`src/rtl/fetch_stage.sv`:
```
// -----------------------------------------------------------------------------
// fetch_stage
//
// PC register and instruction-fetch stage of the MIPS pipeline. It holds the
// current fetch PC, issues instruction-memory requests, and loads the IF/ID
// pipeline register. ID-stage stalls are absorbed by a one-entry hold buffer,
// and flushes redirect fetch to a new target.
//
// Optional feature (macro FETCH_ADEL_EN):
//   Adds the id_adel output. A misaligned PC (pc[1:0] != 0) never reaches
//   memory. Instead the stage fabricates a NOP tagged with an address-error
//   flag that travels down the pipe with the instruction.
//
// Parameters:
//   RESET_PC   PC loaded on reset
//   NOP_INSTR  instruction word shown on id_instr whenever id_valid = 0
//
// Ports:
//   clk          clock, all state changes on the rising edge
//   reset        synchronous active-high reset
//   npc          next PC from the next-PC logic, sampled on an advance
//   pc           current fetch PC
//   imem_req     fetch request (FETCH state only)
//   imem_addr    fetch address, always equal to pc
//   imem_ready   memory returns imem_rdata this cycle
//   imem_rdata   instruction word from memory
//   stall        ID stage cannot accept a new instruction
//   flush        squash IF/ID and redirect fetch to flush_pc
//   flush_pc     redirect target
//   id_valid     IF/ID holds a live instruction
//   id_instr     IF/ID instruction
//   id_pc        PC of id_instr
//   id_adel      (FETCH_ADEL_EN only) address-error tag of id_instr
//   id_pc8       id_pc + 8, the link address
// -----------------------------------------------------------------------------
module fetch_stage #(
  parameter logic [31:0] RESET_PC  = 32'h0000_3000,
  parameter logic [31:0] NOP_INSTR = 32'h0000_0000
) (
  input  logic        clk,
  input  logic        reset,
  input  logic [31:0] npc,
  output logic [31:0] pc,
  output logic        imem_req,
  output logic [31:0] imem_addr,
  input  logic        imem_ready,
  input  logic [31:0] imem_rdata,
  input  logic        stall,
  input  logic        flush,
  input  logic [31:0] flush_pc,
  output logic        id_valid,
  output logic [31:0] id_instr,
  output logic [31:0] id_pc,
`ifdef FETCH_ADEL_EN
  output logic        id_adel,
`endif
  output logic [31:0] id_pc8
);

  localparam logic [0:0] ST_FETCH = 1'b0;
  localparam logic [0:0] ST_HOLD  = 1'b1;

  logic [0:0]  state;
  logic [31:0] hold_instr;
  logic [31:0] hold_pc;

  // Signals describing the instruction available to this cycle's fetch
  logic        fetch_hit;
  logic [31:0] fetch_instr;

  // Signals describing what would be loaded into IF/ID on an advance
  logic        do_advance;
  logic [31:0] adv_instr;
  logic [31:0] adv_pc;

`ifdef FETCH_ADEL_EN
  logic        hold_adel;
  logic        misaligned;
  logic        adv_adel;
`endif

  assign imem_addr = pc;

  // A misaligned PC behaves like an instant memory response carrying a NOP.
  // That way the stall/hold logic below does not need a special case.
  always_comb begin
`ifdef FETCH_ADEL_EN
    misaligned  = (pc[1:0] != 2'b00);
    fetch_hit   = imem_ready | misaligned;
    fetch_instr = misaligned ? NOP_INSTR : imem_rdata;
    imem_req    = (state == ST_FETCH) && !misaligned;
`else
    fetch_hit   = imem_ready;
    fetch_instr = imem_rdata;
    imem_req    = (state == ST_FETCH);
`endif
  end

  // An advance drains the hold buffer if it is full. Otherwise it takes the
  // fresh fetch. Either way it needs the ID stage to be accepting.
  always_comb begin
    do_advance = !stall && ((state == ST_HOLD) || fetch_hit);
    adv_instr  = (state == ST_HOLD) ? hold_instr : fetch_instr;
    adv_pc     = (state == ST_HOLD) ? hold_pc    : pc;
`ifdef FETCH_ADEL_EN
    adv_adel   = (state == ST_HOLD) ? hold_adel  : misaligned;
`endif
  end

  // Main state update. Reset beats flush, and flush beats stall and
  // memory ready. A flush discards both the hold buffer and any
  // instruction returning this cycle. The hold buffer is implicitly
  // empty whenever state is FETCH, so its contents need no clearing.
  always_ff @(posedge clk) begin
    if (reset) begin
      pc         <= RESET_PC;
      state      <= ST_FETCH;
      id_valid   <= 1'b0;
      id_instr   <= NOP_INSTR;
      id_pc      <= 32'h0;
      id_pc8     <= 32'h0;
      hold_instr <= NOP_INSTR;
      hold_pc    <= 32'h0;
`ifdef FETCH_ADEL_EN
      id_adel    <= 1'b0;
      hold_adel  <= 1'b0;
`endif
    end else if (flush) begin
      pc       <= flush_pc;
      state    <= ST_FETCH;
      id_valid <= 1'b0;
      id_instr <= NOP_INSTR;
`ifdef FETCH_ADEL_EN
      id_adel  <= 1'b0;
`endif
    end else if (do_advance) begin
      id_valid <= 1'b1;
      id_instr <= adv_instr;
      id_pc    <= adv_pc;
      id_pc8   <= adv_pc + 32'd8;
      pc       <= npc;
      state    <= ST_FETCH;
`ifdef FETCH_ADEL_EN
      id_adel  <= adv_adel;
`endif
    end else if (state == ST_FETCH) begin
      if (fetch_hit) begin
        // Only reachable with stall=1: park the word until ID frees up.
        hold_instr <= fetch_instr;
        hold_pc    <= pc;
        state      <= ST_HOLD;
`ifdef FETCH_ADEL_EN
        hold_adel  <= misaligned;
`endif
      end else if (!stall) begin
        // Nothing fetched and ID is ready: insert a bubble.
        id_valid <= 1'b0;
        id_instr <= NOP_INSTR;
`ifdef FETCH_ADEL_EN
        id_adel  <= 1'b0;
`endif
      end
    end
  end

endmodule

```
`config.mk`:
```
export PLATFORM = sky130hd
export DESIGN_NAME = fetch_stage
export DESIGN_NICKNAME = d
export VERILOG_FILES = /design/src/rtl/fetch_stage.sv
export SDC_FILE = /design/constraint.sdc
export NUM_CORES = 1
export LEC_CHECK = 0
export ABC_AREA = 1
export CAP_MARGIN = 10
export CORE_MARGIN = 8
export CORE_UTILIZATION = 40
export CTS_BUF_LIST = sky130_fd_sc_hd__clkbuf_2
export DETAILED_ROUTE_END_ITERATION = 6
export GPL_TIMING_DRIVEN = 0
export PLACE_DENSITY = 0.73
export SETUP_SLACK_MARGIN = 0.4
export SYNTH_ARGS = -nofsm -noshare
export SYNTH_HDL_FRONTEND = slang
export SYNTH_SLANG_ARGS = --single-unit
export TNS_END_PERCENT = 50
```
`constraint.sdc`:
```
create_clock -name clk -period 2.4 [get_ports clk]
set_input_delay 0.48 -clock clk [delete_from_list [all_inputs] [get_ports clk]]
set_output_delay 0.48 -clock clk [all_outputs]
set_load 0.02 [all_outputs]
```
# Word level (Yosys, flattened, before mapping)
# Index checks and enable logic that the tools add are counted.
[op_classes]
eq_ne = 3
n_addsub = 1
muxes = 14
bitwise_logic = 3
n_reduce_logical = 9
[op_table]
columns = ["operator", "n"]
rows = [
  ["$mux 32", 8],
  ["$add 32x4->32 const B", 1],
  ["$mux 1", 6],
  ["$ne 2x1->1 const B", 3],
  ["$reduce_and 4->1", 1],
  ["$not 1->1", 3],
  ["$reduce_and 3->1", 1],
  ["$reduce_or 3->1", 1],
  ["$reduce_and 2->1", 1],
  ["$reduce_bool 2->1", 1],
  ["$reduce_or 2->1", 1],
  ["$logic_and 1x1->1", 1],
  ["$logic_not 1->1", 1],
  ["$logic_or 1x1->1", 1],
]
[totals]
wordCells = 38
output_inout_bits = 162
ff_bits = 194

# Depth between registers and ports, before layout
# Gate-level depths: netlist of run 1.
[depth]
depth_word = 4
ltp_mapped = 14
depth_no_buf = 13

# Worst setup path before layout of run 1
# No wires, ideal clock.
[synth_timing]
path_kind = "reg2reg"
start = "register state"
end = "register id_pc8[29]"
t_arrival_ns = 1.682
synth_period_minus_slack_ns = 1.797
path_stages_with_launch = 14
setup_time_ns = 0.115
path_buffers = 2
path_slack_ns = 0.603
t_required_ns = 2.285
path_cell_list = "dfxtp_1 -> buf_6 -> buf_12 -> nand2_1 -> o21ai_1 -> inv_1 -> ha_1 -> nand2_1 -> nor2_4 -> nand3_1 -> nor2_1 -> nand3b_1 -> nand2_1 -> nor2_1"
[synth_lines]
columns = ["element", "line", "rtl"]
rows = [
  ["from (decl)", "63", "logic [0:0] state;"],
  ["from (signal assigned)", "117", "state <= ST_FETCH;"],
  ["from (signal assigned)", "130", "state <= ST_FETCH;"],
  ["from (signal assigned)", "142", "state <= ST_FETCH;"],
  ["$mux 32", "104", "adv_pc = (state == ST_HOLD) ? hold_pc : pc;"],
  ["via adv_pc[3]", "74", "logic [31:0] adv_pc;"],
  ["$add 32x4->32", "140", "id_pc8 <= adv_pc + 32'd8;"],
  ["to (signal assigned)", "140", ""],
  ["to (decl)", "57", "output logic [31:0] id_pc8"],
]
# The timed path passes the listed nets, and every way through them passes these cells.
# A chain may end at the register's enable or synchronous reset.

# Final worst setup path of run 1
[layout_timing]
start = "register state"
end = "output imem_req"
[layout_between]
elab_chain_len = 1
[layout_rtl]
columns = ["element", "line", "rtl"]
rows = [
  ["$not 1->1 (no line)", "--", ""],
  ["to (decl)", "44", "output logic imem_req,"],
]
# Every way passes these cells.

==> results, run 1 <==
- The flow ran to the end, and the final reports show no timing, DRC or antenna violations.
- The initial standard-cell utilization of the core is 40.7%.
- After clock tree synthesis, the clock-pin slew on the worst setup and hold paths is 0.30 ns.
- The delay of the slowest cell on the worst path is 0.40 ns.
- In the post-synthesis netlist, the biggest area contributors are sky130_fd_sc_hd__dfxtp_1 43%, sky130_fd_sc_hd__nand2_1 11%, sky130_fd_sc_hd__o21ai_0 9.0%.
- The count of vias placed by the detailed router is 9602.
- The dominant synthesized flop cell is sky130_fd_sc_hd__dfxtp_1.
- For this run, the number of Yosys warnings is 0.
- The fraction of the yosys area taken by sequential cells is 43.1%.
- Derived from the worst setup path, the maximum achievable clock frequency is 0.443 GHz.
- Among all cell types in the netlist, the one instantiated most often is sky130_fd_sc_hd__nand2_1.
- Of the post-synthesis cell area, the dominant cell type holds 43.1%.
- Summed over all instances, the cell type with the most area after synthesis is sky130_fd_sc_hd__dfxtp_1.
- The core utilization of the finished layout is 59.2%.
- Data on the critical path is required at its endpoint by 1.92 ns.
- During placement, the flow inserted port buffers numbering 258.
- The number of antenna violations at the first check in global routing is 3.
- The detail route stage leaves a number of antenna-violating nets equal to 0.
- Routability-driven placement finished with a final weighted congestion of 0.938.
- The vertical extent of the die is 165 um.
- The total wire length after detailed routing is 33.7 mm.
- The number of hold-slack violations in the final timing report is 0.
- The length of the first detailed-routing pass in iterations is 7.
- Dividing the detail-routed via count by the number of cells gives 5.16.
- The total power after layout is 6.78 mW.
- The net count after synthesis is 1322.
- The distinct cell type count of the synthesized netlist is 38.
- The standard cell area after detailed placement is 11800 um2.
- The maximum net fanout on the critical path is 2.
- The number of fillers in the final layout is 2040.
- From synthesis to final layout, the design area changed by 45.5%.
- The wire length per cell after detailed routing is 18.1 um.
- The core region is 21800 um2.
- Together, buffers and inverters on the worst path number 6.
- Counting flops with an async set or reset pin after synthesis yields a share of 0%.
- Entering global routing, the biggest net connects 19 pins.
- The HPWL after detailed placement is 24.4 mm.
- The number of I/O pins is 263.
- The worst IR drop on VDD is 273 uV.
- Sorting the synthesized cells by how often they occur yields 253 x sky130_fd_sc_hd__nand2_1, 191 x sky130_fd_sc_hd__dfxtp_1, 159 x sky130_fd_sc_hd__o21ai_0.
- The synthesized netlist cell count is 1220.
- The worst hold path class is input port to flip-flop.
- Global routing used 23.2% of the available tracks.
- Cells with a size suffix above 1 make up 30.4% of the layout.
- The master of the slowest instance on the critical path is sky130_fd_sc_hd__dfxtp_2.
- STA classifies the critical path endpoint as a primary output.
- In this run the static leakage power is 5.75 nW.
- CTS built an H-tree with a depth of 4.
- For this run, the post-layout net count is 1669.
- The setup path with the least slack is of type flip-flop to primary output.
- For this design the ratio of total power to cell area is 525 nW/um2.
- The number of synthesized flops with an enable pin is 0.
- The startpoint type of the worst setup path is a flip-flop.
- For this run, design rule violations remaining after detail routing come to 0.
- The number of global-route vias before repair is 9163.
- The number of setup violations in the final report is 0.
- In this run the cell area of the synthesized design comes to 8880 um2.
- The tightest hold path in the finished design has a slack of 0.0760 ns.
- Setup repair after global routing could not meet its margin everywhere.
- The remaining global-route overflow is 0.
- The summed area of non-filler cells in the final layout is 12900 um2.
- The final period utilization is 94.1%.
- The signal on the critical path passes through buf_8, inv_8, buf_12, buf_12, clkbuf_16, buf_8.
- The post-cts hold buffer count is 0.
- The relative max-transition margin is 52.9%.
- The cell at the root of the clock tree is sky130_fd_sc_hd__clkbuf_2.
- The worst clock skew is 0.0538 ns.
- The first routing iteration left 790 violations.
- The insertion delay of the later-clocked pin in the worst-skew pair is 0.80 ns.
- The critical path's top delay family is buffers and inverters.
- The overall die area is 27200 um2.
- The clock tree buffer depth is 2.
- From left edge to right edge, the die measures 165 um.
- Max-cap violations in this run came to 0.
- Counting I/O delays and the setup requirement, the final critical path takes 2.26 ns.
- The CTS tree is done.
- The final number of max-transition violations is 0.
- The slew at the pin closest to its max-slew limit is 0.706 ns.
- The arrival time at the worst endpoint is 1.78 ns.
- Counting every sink on the clock net gives 191.
- The number of buffers inserted during clock tree synthesis is 17.
- The first-pass GRT wire length is 49.5 mm.
- The average cell area after synthesis is 7.28 um2.
- Synthesis inferred 191 register bits.
- The count of standard-cell rows is 54.
[final cells by class]
type	count	area [um2]	area share [%]
multi-input cells	807	4340	33.6
flip-flops and latches	191	3940	30.5
repair buffers	328	2800	21.7
plain buffers	120	850	6.58
inverters	102	390	3.02
well taps	280	350	2.71
clock inverters	14	150	1.16
clock buffers	18	90.1	0.697
diodes	2	5.00	0.0387
[worst min-delay path, cell delays in order]
cell	delay [ns]
sky130_fd_sc_hd__buf_2	0.19
sky130_fd_sc_hd__nand4_1	0.13
sky130_fd_sc_hd__a21oi_1	0.06
[worst paths after layout]
path	startpoint	to	slack, ns	cells past startpoint
worst max-delay path	state	imem_req	0.14	6
worst min-delay path	imem_ready	hold_instr[25]	0.08	3
worst max register to register	state	id_pc8[23]	0.18	16
worst min register to register	hold_pc[2]	id_pc[2]	0.45	2
[repair_timing]
| action | 4_1_cts | 5_1_grt |
|---|---|---|
| buffers inserted | 36 | 29 |
| setup endpoints to repair | 171 | 263 |
| pin swaps | 0 | 38 |
| gates resized for setup | 449 | 314 |
| cloned | 0 | 5 |
| hold endpoints to repair | 0 | 0 |
[state kept, by name, summed over array words and instances, names as in the netlist]
signal and count:
id_valid 1, hold_instr 32, imem_addr 32, id_instr 32, id_pc8 29, hold_pc 32, state 1, id_pc 32
[report_power, final]
group | internal (mW) | leakage, nW | switching (mW) | total (mW)
clock | 0.427 | 0.145 | 1.23 | 1.66
sequential | 3.36 | 1.59 | 0.116 | 3.48
combinational | 0.703 | 4.02 | 0.940 | 1.64
[per-layer routing]
layer	track usage, %	vias to the layer above	part of all wire, %
met1	28.9	4502	43
met2	39.7	375	48
met5	0	-	0.048
li1	-	4684	-
met4	5.73	2	1.4
met3	5.56	39	7.4
[logic make-up (layout without fill, tap and decap cells)]
| family | Yosys count | after routing | share of synthesized area, % |
|---|---|---|---|
| AND/OR/NAND/NOR | 490 | 490 | 24.1 |
| AO/OA/AOI/OAI | 307 | 307 | 19.4 |
| buffers and inverters | 222 | 582 | 12.3 |
| flip-flops | 191 | 191 | 43.1 |
| multiplexers | 7 | 7 | 0.789 |
| XOR/XNOR | 2 | 2 | 0.197 |
| adder cells (fa/ha/maj) | 1 | 1 | 0.141 |
| other | 0 | 2 | 0 |
[per-stage QoR]
step	cells	setup WS [ns]	setup TNS [ns]
2_1_floorplan	1220	0.603	0
3_3_place_gp	1758	0.0139	0
3_5_place_dp	1758	-0.00269	-0.00269
4_1_cts	1826	0.101	0
5_1_grt	1862	0.0320	0
6_report	1862	0.142	0
[placed cells by master (no fill, tap or decap), types with 25 or more instances in the layout]
cell,n
sky130_fd_sc_hd__inv_1,93
sky130_fd_sc_hd__o21ai_0,154
sky130_fd_sc_hd__nor2_1,95
sky130_fd_sc_hd__dfxtp_4,25
sky130_fd_sc_hd__dfxtp_1,146
sky130_fd_sc_hd__buf_4,90
sky130_fd_sc_hd__a31oi_1,36
sky130_fd_sc_hd__clkbuf_1,39
sky130_fd_sc_hd__a21oi_1,51
sky130_fd_sc_hd__nand3_1,54
sky130_fd_sc_hd__clkdlybuf4s50_1,96
sky130_fd_sc_hd__buf_2,50
sky130_fd_sc_hd__clkbuf_2,92
sky130_fd_sc_hd__nand2_1,239
sky130_fd_sc_hd__clkdlybuf4s15_2,41
No activity file was read; power rests on OpenSTA's default activity.
==> inputs of run 2 (changes only) <==
- CELL_PAD_IN_SITES_DETAIL_PLACEMENT: unset -> 0
- CELL_PAD_IN_SITES_GLOBAL_PLACEMENT: unset -> 2
- CORE_UTILIZATION: 40 -> 27
- PLACE_DENSITY: 0.73 -> 0.86
==> run 2 against run 1 <==
Setup slack lost 0.032 ns. Routed wire length increased by 8.5%. First-iteration DRC count decreased by 30%. Sequential share of layout area grew 0.80 points. Core utilization down 20 points. Global-route usage decreased by 4.8 points. Flip-flop and latch count unchanged. Critical path depth did not move. Critical endpoint unchanged. Largest cell class unchanged.
==> results, run 2 (same netlist as run 1, synthesis figures left out) <==
- The switching share of total power is 34.4%.
- In this run the register-to-register setup slack is 0.17 ns.
- The number of maximum-capacitance violations is 0.
- The final critical delay including setup and external delays is 2.29 ns.
- The final layout contains routed wiring with a total length of 36.5 mm.
- The relative max-transition margin is 46.0%.
- The endpoint of the lowest-slack register-to-register path is id_pc8[7].
- The number of global-route vias before repair is 9271.
- The achievable frequency is 0.437 GHz.
- The power density over the cells is 523 nW/um2.
- The HPWL after detailed placement is 27.5 mm.
- The CTS tree is done.
- The min-delay analysis places its worst path in the category input port to flip-flop.
- The worst setup path is captured at a primary output.
- The core utilization of the finished layout is 39.6%.
- Using the TritonRoute via totals, the vias-per-cell ratio works out to 4.67.
- Setup violations remaining at the end of the flow were counted as 0.
- No sink is reached through more buffers than the 2 on the longest clock path.
- The share of power burned in combinational logic is 25.0%.
- The library cells used most frequently in the layout, excluding fill and tap cells, are 242 x sky130_fd_sc_hd__nand2_1, 153 x sky130_fd_sc_hd__o21ai_0, 107 x sky130_fd_sc_hd__nor2_1.
- The detail route stage leaves a number of antenna-violating nets equal to 0.
- The summed area of non-filler cells in the final layout is 12800 um2.
- The slew at the pin closest to its max-slew limit is 0.811 ns.
- The leakage power figure is 5.50 nW.
- The worst hold path was traced through 3 stages.
- The first-pass GRT wire length is 55.6 mm.
- The number of hold-slack violations in the final timing report came to 0.
- The vertical extent of the die is 197 um.
- The remaining global-route overflow is 0.
- Leaving out fill and tap cells, the most frequent cell in the layout is sky130_fd_sc_hd__nand2_1.
- The proportion of layout cells with a drive suffix above 1 is 31.1%.
- The number of I/O pins is 263.
- Setup repair after global routing could not meet its margin everywhere.
- In this run, the number of DRC markers left after iteration 0 of detailed routing was 555.
- The switching power total is 2.31 mW.
- The worst path uses 95.4% of the clock period.
- The wire length per cell after detailed routing is 18.2 um.
- The worst setup path is of the flip-flop to primary output kind.
- The flow ran to the end, and the final reports show no timing, DRC or antenna violations.
- The cell-internal power is 4.41 mW.
- The count of standard-cell rows is 66.
- Global routing used 18.4% of the available tracks across all layers.
- The cell at the root of the clock tree is sky130_fd_sc_hd__clkbuf_2.
- The end point of the most critical hold path is id_instr[25].
- After the flow finishes, the layout carries non-filler instances totaling 2005.
- The count of buffers added on input and output ports is 258.
- The number of buffers inserted during clock tree synthesis is 17.
- The maximum net fanout on the critical path is 2.
- Measured along the x axis, the die boundary spans 197 um.
- The share of total power dissipated in sequential elements is 52.0%.
- Clock-pin slew was measured on the worst setup and hold paths at 0.27 ns.
- Counting every sink on the clock net gives 191.
- For the final routed database, the setup TNS stands at 0 ns.
- The length of the first detailed-routing pass in iterations is 5.
- The final number of max-transition violations is 0.
- The startpoint identified for the worst hold timing path is stall.
- The detailed router placed 9372 vias in this run.
- The H-tree generated during clock tree synthesis spans 4 levels.
- The routability congestion estimate from global placement is 0.838.
- Across the VDD grid, the largest voltage drop is 244 uV.
- The maximum number of pins on one net before global-route repair is 18.
- Summing all placed instances gives a cell area of 12000 um2.
- For this run, design rule violations remaining after detail routing come to 0.
- The count of cells along the worst register-to-register path is 14.
- The floorplan step defined a core boundary enclosing 32500 um2.
- The area growth from synthesis to layout is 44.7%.
- Once placement completed, the tool counted placed cells totaling 1920.
- The worst clock skew is 0.0381 ns.
- The clock network power share is 23.0%.
- Data on the critical path arrives at its endpoint at 1.81 ns.
- After the last flow step, the layout net total stands at 1650.
- The number of antenna violations at the first check in global routing was 2.
- The startpoint type of the worst setup path is a flip-flop.
- Once the floorplan was initialized, standard cells occupied 27.4% of the core.
- The worst flop-to-flop path startpoint is state.
- The overall die area is 38900 um2.
- The data required time of the worst path is 1.92 ns.
- Power comes to 6.72 mW.
- At the later pin of the worst-skew pair, clock insertion delay measures 0.81 ns.
run 2: worst max-delay path by stage:
stage / start / endpoint / slack (ns) / depth (start not counted)
after floorplan: state / id_pc8[29] / 0.60 / 13
after global placement: state / imem_req / -0.03 / 6
after detailed placement: state / imem_req / -0.03 / 6
after CTS: state / imem_req / 0.008 / 6
after global routing: state / imem_req / -0.02 / 6
final: state / imem_req / 0.11 / 6
run 2: what timing repair did:
action | in CTS | in global routing
cloned | 0 | 0
hold endpoints to repair | 9 | 0
setup buffers | 37 | 12
hold buffers | 2 | 0
endpoints found under the setup margin | 185 | 279
pin swaps | 0 | 17
gates resized for setup | 638 | 328
run 2: critical path, cell delays in order, from the launching register on:
cell and delay (ns):
sky130_fd_sc_hd__dfxtp_2 0.40, sky130_fd_sc_hd__buf_8 0.11, sky130_fd_sc_hd__inv_8 0.03, sky130_fd_sc_hd__buf_12 0.11
sky130_fd_sc_hd__buf_12 0.12, sky130_fd_sc_hd__clkbuf_16 0.14, sky130_fd_sc_hd__buf_8 0.12
run 2: per-stage QoR:
stage                     worst slack (ns)  hold WS (ns)
final                                0.110         0.171
after global routing               -0.0166        0.0770
after CTS                          0.00757        0.0722
after detailed placement           -0.0315         0.438
after global placement             -0.0284         0.433
after floorplan                      0.603         0.424
run 2: cell type report:
type                    count  area, um2
multi-input cells         807       4160
plain buffers             120        912
fillers                  3441      19600
repair buffers            309       2610
inverters                 102        390
clock buffers              17       85.1
well taps                 442        553
clock inverters            15        111
flip-flops and latches    191       4020
diodes                      2       5.00
run 2: power groups by stage:
| stage | combinational (mW) | clock, mW | sequential (mW) |
|---|---|---|---|
| final | 1.68 | 1.54 | 3.49 |
| after global routing | 1.83 | 1.72 | 3.52 |
| after CTS | 1.63 | 1.62 | 3.48 |
| after detailed placement | 1.53 | 0 | 3.57 |
| after global placement | 1.53 | 0 | 3.57 |
| after floorplan | 0.684 | 0 | 3.65 |
run 2: routing by layer:
| metal | global-route usage, % | routed length, um | up-vias |
|---|---|---|---|
| met3 | 4.24 | 1960 | 32 |
| met2 | 30.1 | 16500 | 242 |
| met4 | 4.88 | 605 | 2 |
| met5 | 0 | 13 | - |
| li1 | - | - | 4650 |
| met1 | 24.1 | 17400 | 4446 |
==> inputs of run 3 (changes only) <==
- TNS_END_PERCENT: 50 -> unset
==> run 3 against run 2 <==
Global-route usage is 0.15 points higher. Core utilization is 0.37 points higher. Cell count is 0.50% higher. Sequential share of layout area rose by 0.054 points. Setup slack better by 0.0013 ns. Clock power barely moved. Critical path depth unchanged. Clock skew up 0.011 ns. Fmax hardly changed. Combinational power about the same. Register-to-register slack gained 0.03 ns. Die area unchanged. Critical path type unchanged. Largest cell class unchanged. Largest power group unchanged. Highest routed layer unchanged.
==> results, run 3 (same netlist as run 1, synthesis figures left out) <==
- The number of placed instances with taps included is 1920.
- The area of the placeable core is 32500 um2.
- Setup repair after global routing could not meet its margin everywhere.
- After the first detailed-routing iteration, the DRC count stood at 509.
- The total clock sinks is 191.
- The critical path's top delay family is buffers and inverters.
- After detailed routing, the number of remaining DRC violations is 0.
- The top cell types in the final layout, fill and taps aside, are 244 x sky130_fd_sc_hd__nand2_1, 153 x sky130_fd_sc_hd__o21ai_0, 106 x sky130_fd_sc_hd__nor2_1.
- The relative max-transition margin is 45.3%.
- The overall die area is 38900 um2.
- The most frequent standard cell in the layout excluding fill and tap cells is sky130_fd_sc_hd__nand2_1.
- The cell at the root of the clock tree is sky130_fd_sc_hd__clkbuf_2.
- VDD sags by at most 244 uV.
- The final number of max-transition violations was 0.
- The worst hold path class is input port to flip-flop.
- The delay of the slowest cell on the worst path is 0.40 ns.
- The analysis attributes to cell leakage a power of 5.59 nW.
- The kind of capture point of the worst setup path is a primary output.
- Max-cap violations in this run came to 0.
- After floorplanning, the core was divided into 66 placement rows.
- The count of nets after finishing is 1661.
- For this design, the slowest cell found on the critical path is sky130_fd_sc_hd__dfxtp_2.
- Summing all multi-input logic gate instances after layout gives 4170 um2.
- By startpoint and endpoint, the worst setup path is classified as flip-flop to primary output.
- The number of levels the H-tree was split into is 4.
- In the global route stage, met3 resource usage came out at 4.28%.
- The global routing usage summed across all routing layers is 18.6%.
- The width of the die is 197 um.
- For this configuration, the core starts out at a cell density of 27.4%.
- The clock tree buffer depth is 2.
- The insertion delay of the later-clocked pin in the worst-skew pair is 0.82 ns.
- The CTS tree is done.
- For the worst setup path, the data required time is 1.92 ns.
- The final layout contains routed wiring with a total length of 36.7 mm.
- The achievable frequency is 0.437 GHz.
- The maximum net fanout on the critical path is 2.
- The number of nets with antenna violations after detailed routing is 0.
- The clock arrives with 0.0494 ns of skew.
- For met2 alone, demand over resource in global routing was 30.4%.
- Together, buffers and inverters on the worst path number 6.
- Global routing finished with a remaining overflow of 0.
- The number of hold-slack violations in the final timing report is 0.
- Clock-pin slew was measured on the worst setup and hold paths at 0.27 ns.
- The HPWL after detailed placement is 27.5 mm.
- Once placement finished, the instance area stood at 12000 um2.
- The number of global-route vias before repair is 9357.
- The worst setup path is launched from a flip-flop.
- The die is 197 um tall.
- After layout, the minimum clock period comes to 2.29 ns.
- After routing the design area is 13000 um2.
- In the final layout, flip-flops and latches occupy 4070 um2.
- The flow ran to the end, and the final reports show no timing, DRC or antenna violations.
- Traced cell by cell, the critical path runs through buf_8, inv_8, buf_12, buf_12, clkbuf_16, buf_8.
- The global routing stage identified its most utilized layer as met2.
- The fraction of met1 tracks used by global routing is 24.3%.
- Excluding fillers, the count of instances in the completed layout stands at 2015.
- The number of fillers in the final layout is 3449.
- The first global-routing pass estimated 56.2 mm of wire.
- The power density over the cells is 520 nW/um2.
- The proportion of layout cells with a drive suffix above 1 is 34.0%.
- 263 I/O pins were placed.
- Compared with the post-synthesis result, the final layout area differs by 46.0%.
- The number of antenna violations at the first check in global routing is 2.
- Clock tree synthesis inserted a total of 17 buffers.
- The wire length per cell after detailed routing is 18.2 um.
- Dividing the detail-routed via count by the number of cells gives 4.68.
- The final period utilization is 95.4%.
- For this block, the via count after detailed routing is 9437.
- The number of setup violations in the final report is 0.
- The arrival time at the worst endpoint is 1.81 ns.
- The first TritonRoute pass finished after 6 iterations.
- During placement, the flow inserted port buffers numbering 258.
- For the pin with the worst max-slew slack, the measured transition is 0.821 ns.
- The maximum number of pins on one net before global-route repair is 18.
- The congestion estimate from routability-driven global placement came to 0.838.
## run 3: final timing paths
path / startpoint / cells after the start / to / slack (ns)
setup reg to reg: state / 15 / id_pc8[19] / 0.20
setup / recovery: state / 6 / imem_req / 0.11
hold reg to reg: hold_pc[15] / 2 / hold_pc[15] / 0.47
hold / removal: stall / 3 / id_instr[25] / 0.16
## run 3: layout make-up
class                           count  area share, %
Buffer                            120           7.06
Timing Repair Buffer              320           20.6
Multi-Input combinational cell    807           32.1
Clock buffer                       17          0.656
Clock inverter                     15          0.859
Sequential cell                   191           31.4
Inverter                          102           3.01
Antenna cell                        1         0.0193
Tap cell                          442           4.27
## run 3: routing by layer
| metal | wire length, um | vias up |
|---|---|---|
| li1 | - | 4664 |
| met1 | 17100 | 4469 |
| met2 | 16700 | 268 |
| met3 | 2340 | 34 |
| met4 | 641 | 2 |
| met5 | 13 | - |
## run 3: metrics by stage
stage               hold slack, ns  power [mW]  setup TNS [ns]  utilization [%]  setup WS (ns)
floorplan                    0.424        4.33               0                -          0.603
global placement             0.433        5.09         -0.0533             37.0        -0.0284
detailed placement           0.438        5.10         -0.0344             37.0        -0.0315
CTS                         0.0722        6.74               0             38.6        0.00757
global route                0.0770        7.09         -0.0170             39.9        -0.0170
finish                       0.161        6.75               0             39.9          0.111
## run 3: worst min-delay path, cell delays in order
cell                       delay, ns
sky130_fd_sc_hd__clkbuf_1       0.24
sky130_fd_sc_hd__nand3_1        0.16
sky130_fd_sc_hd__o21ai_0        0.07
## run 3: power breakdown
group | total (mW) | internal, mW | switching [mW] | leakage [nW]
clock | 1.55 | 0.295 | 1.26 | 0.124
sequential | 3.49 | 3.37 | 0.125 | 1.63
combinational | 1.70 | 0.762 | 0.942 | 3.84
total | 6.75 | 4.42 | 2.32 | 5.59
## run 3: what timing repair did
action,4_1_cts,5_1_grt
setup buffers,48,11
cloned,0,1
gates resized for setup,954,145
endpoints found under the setup margin,185,214
hold endpoints to repair,9,0
pin swaps,8,16
hold buffers,2,0
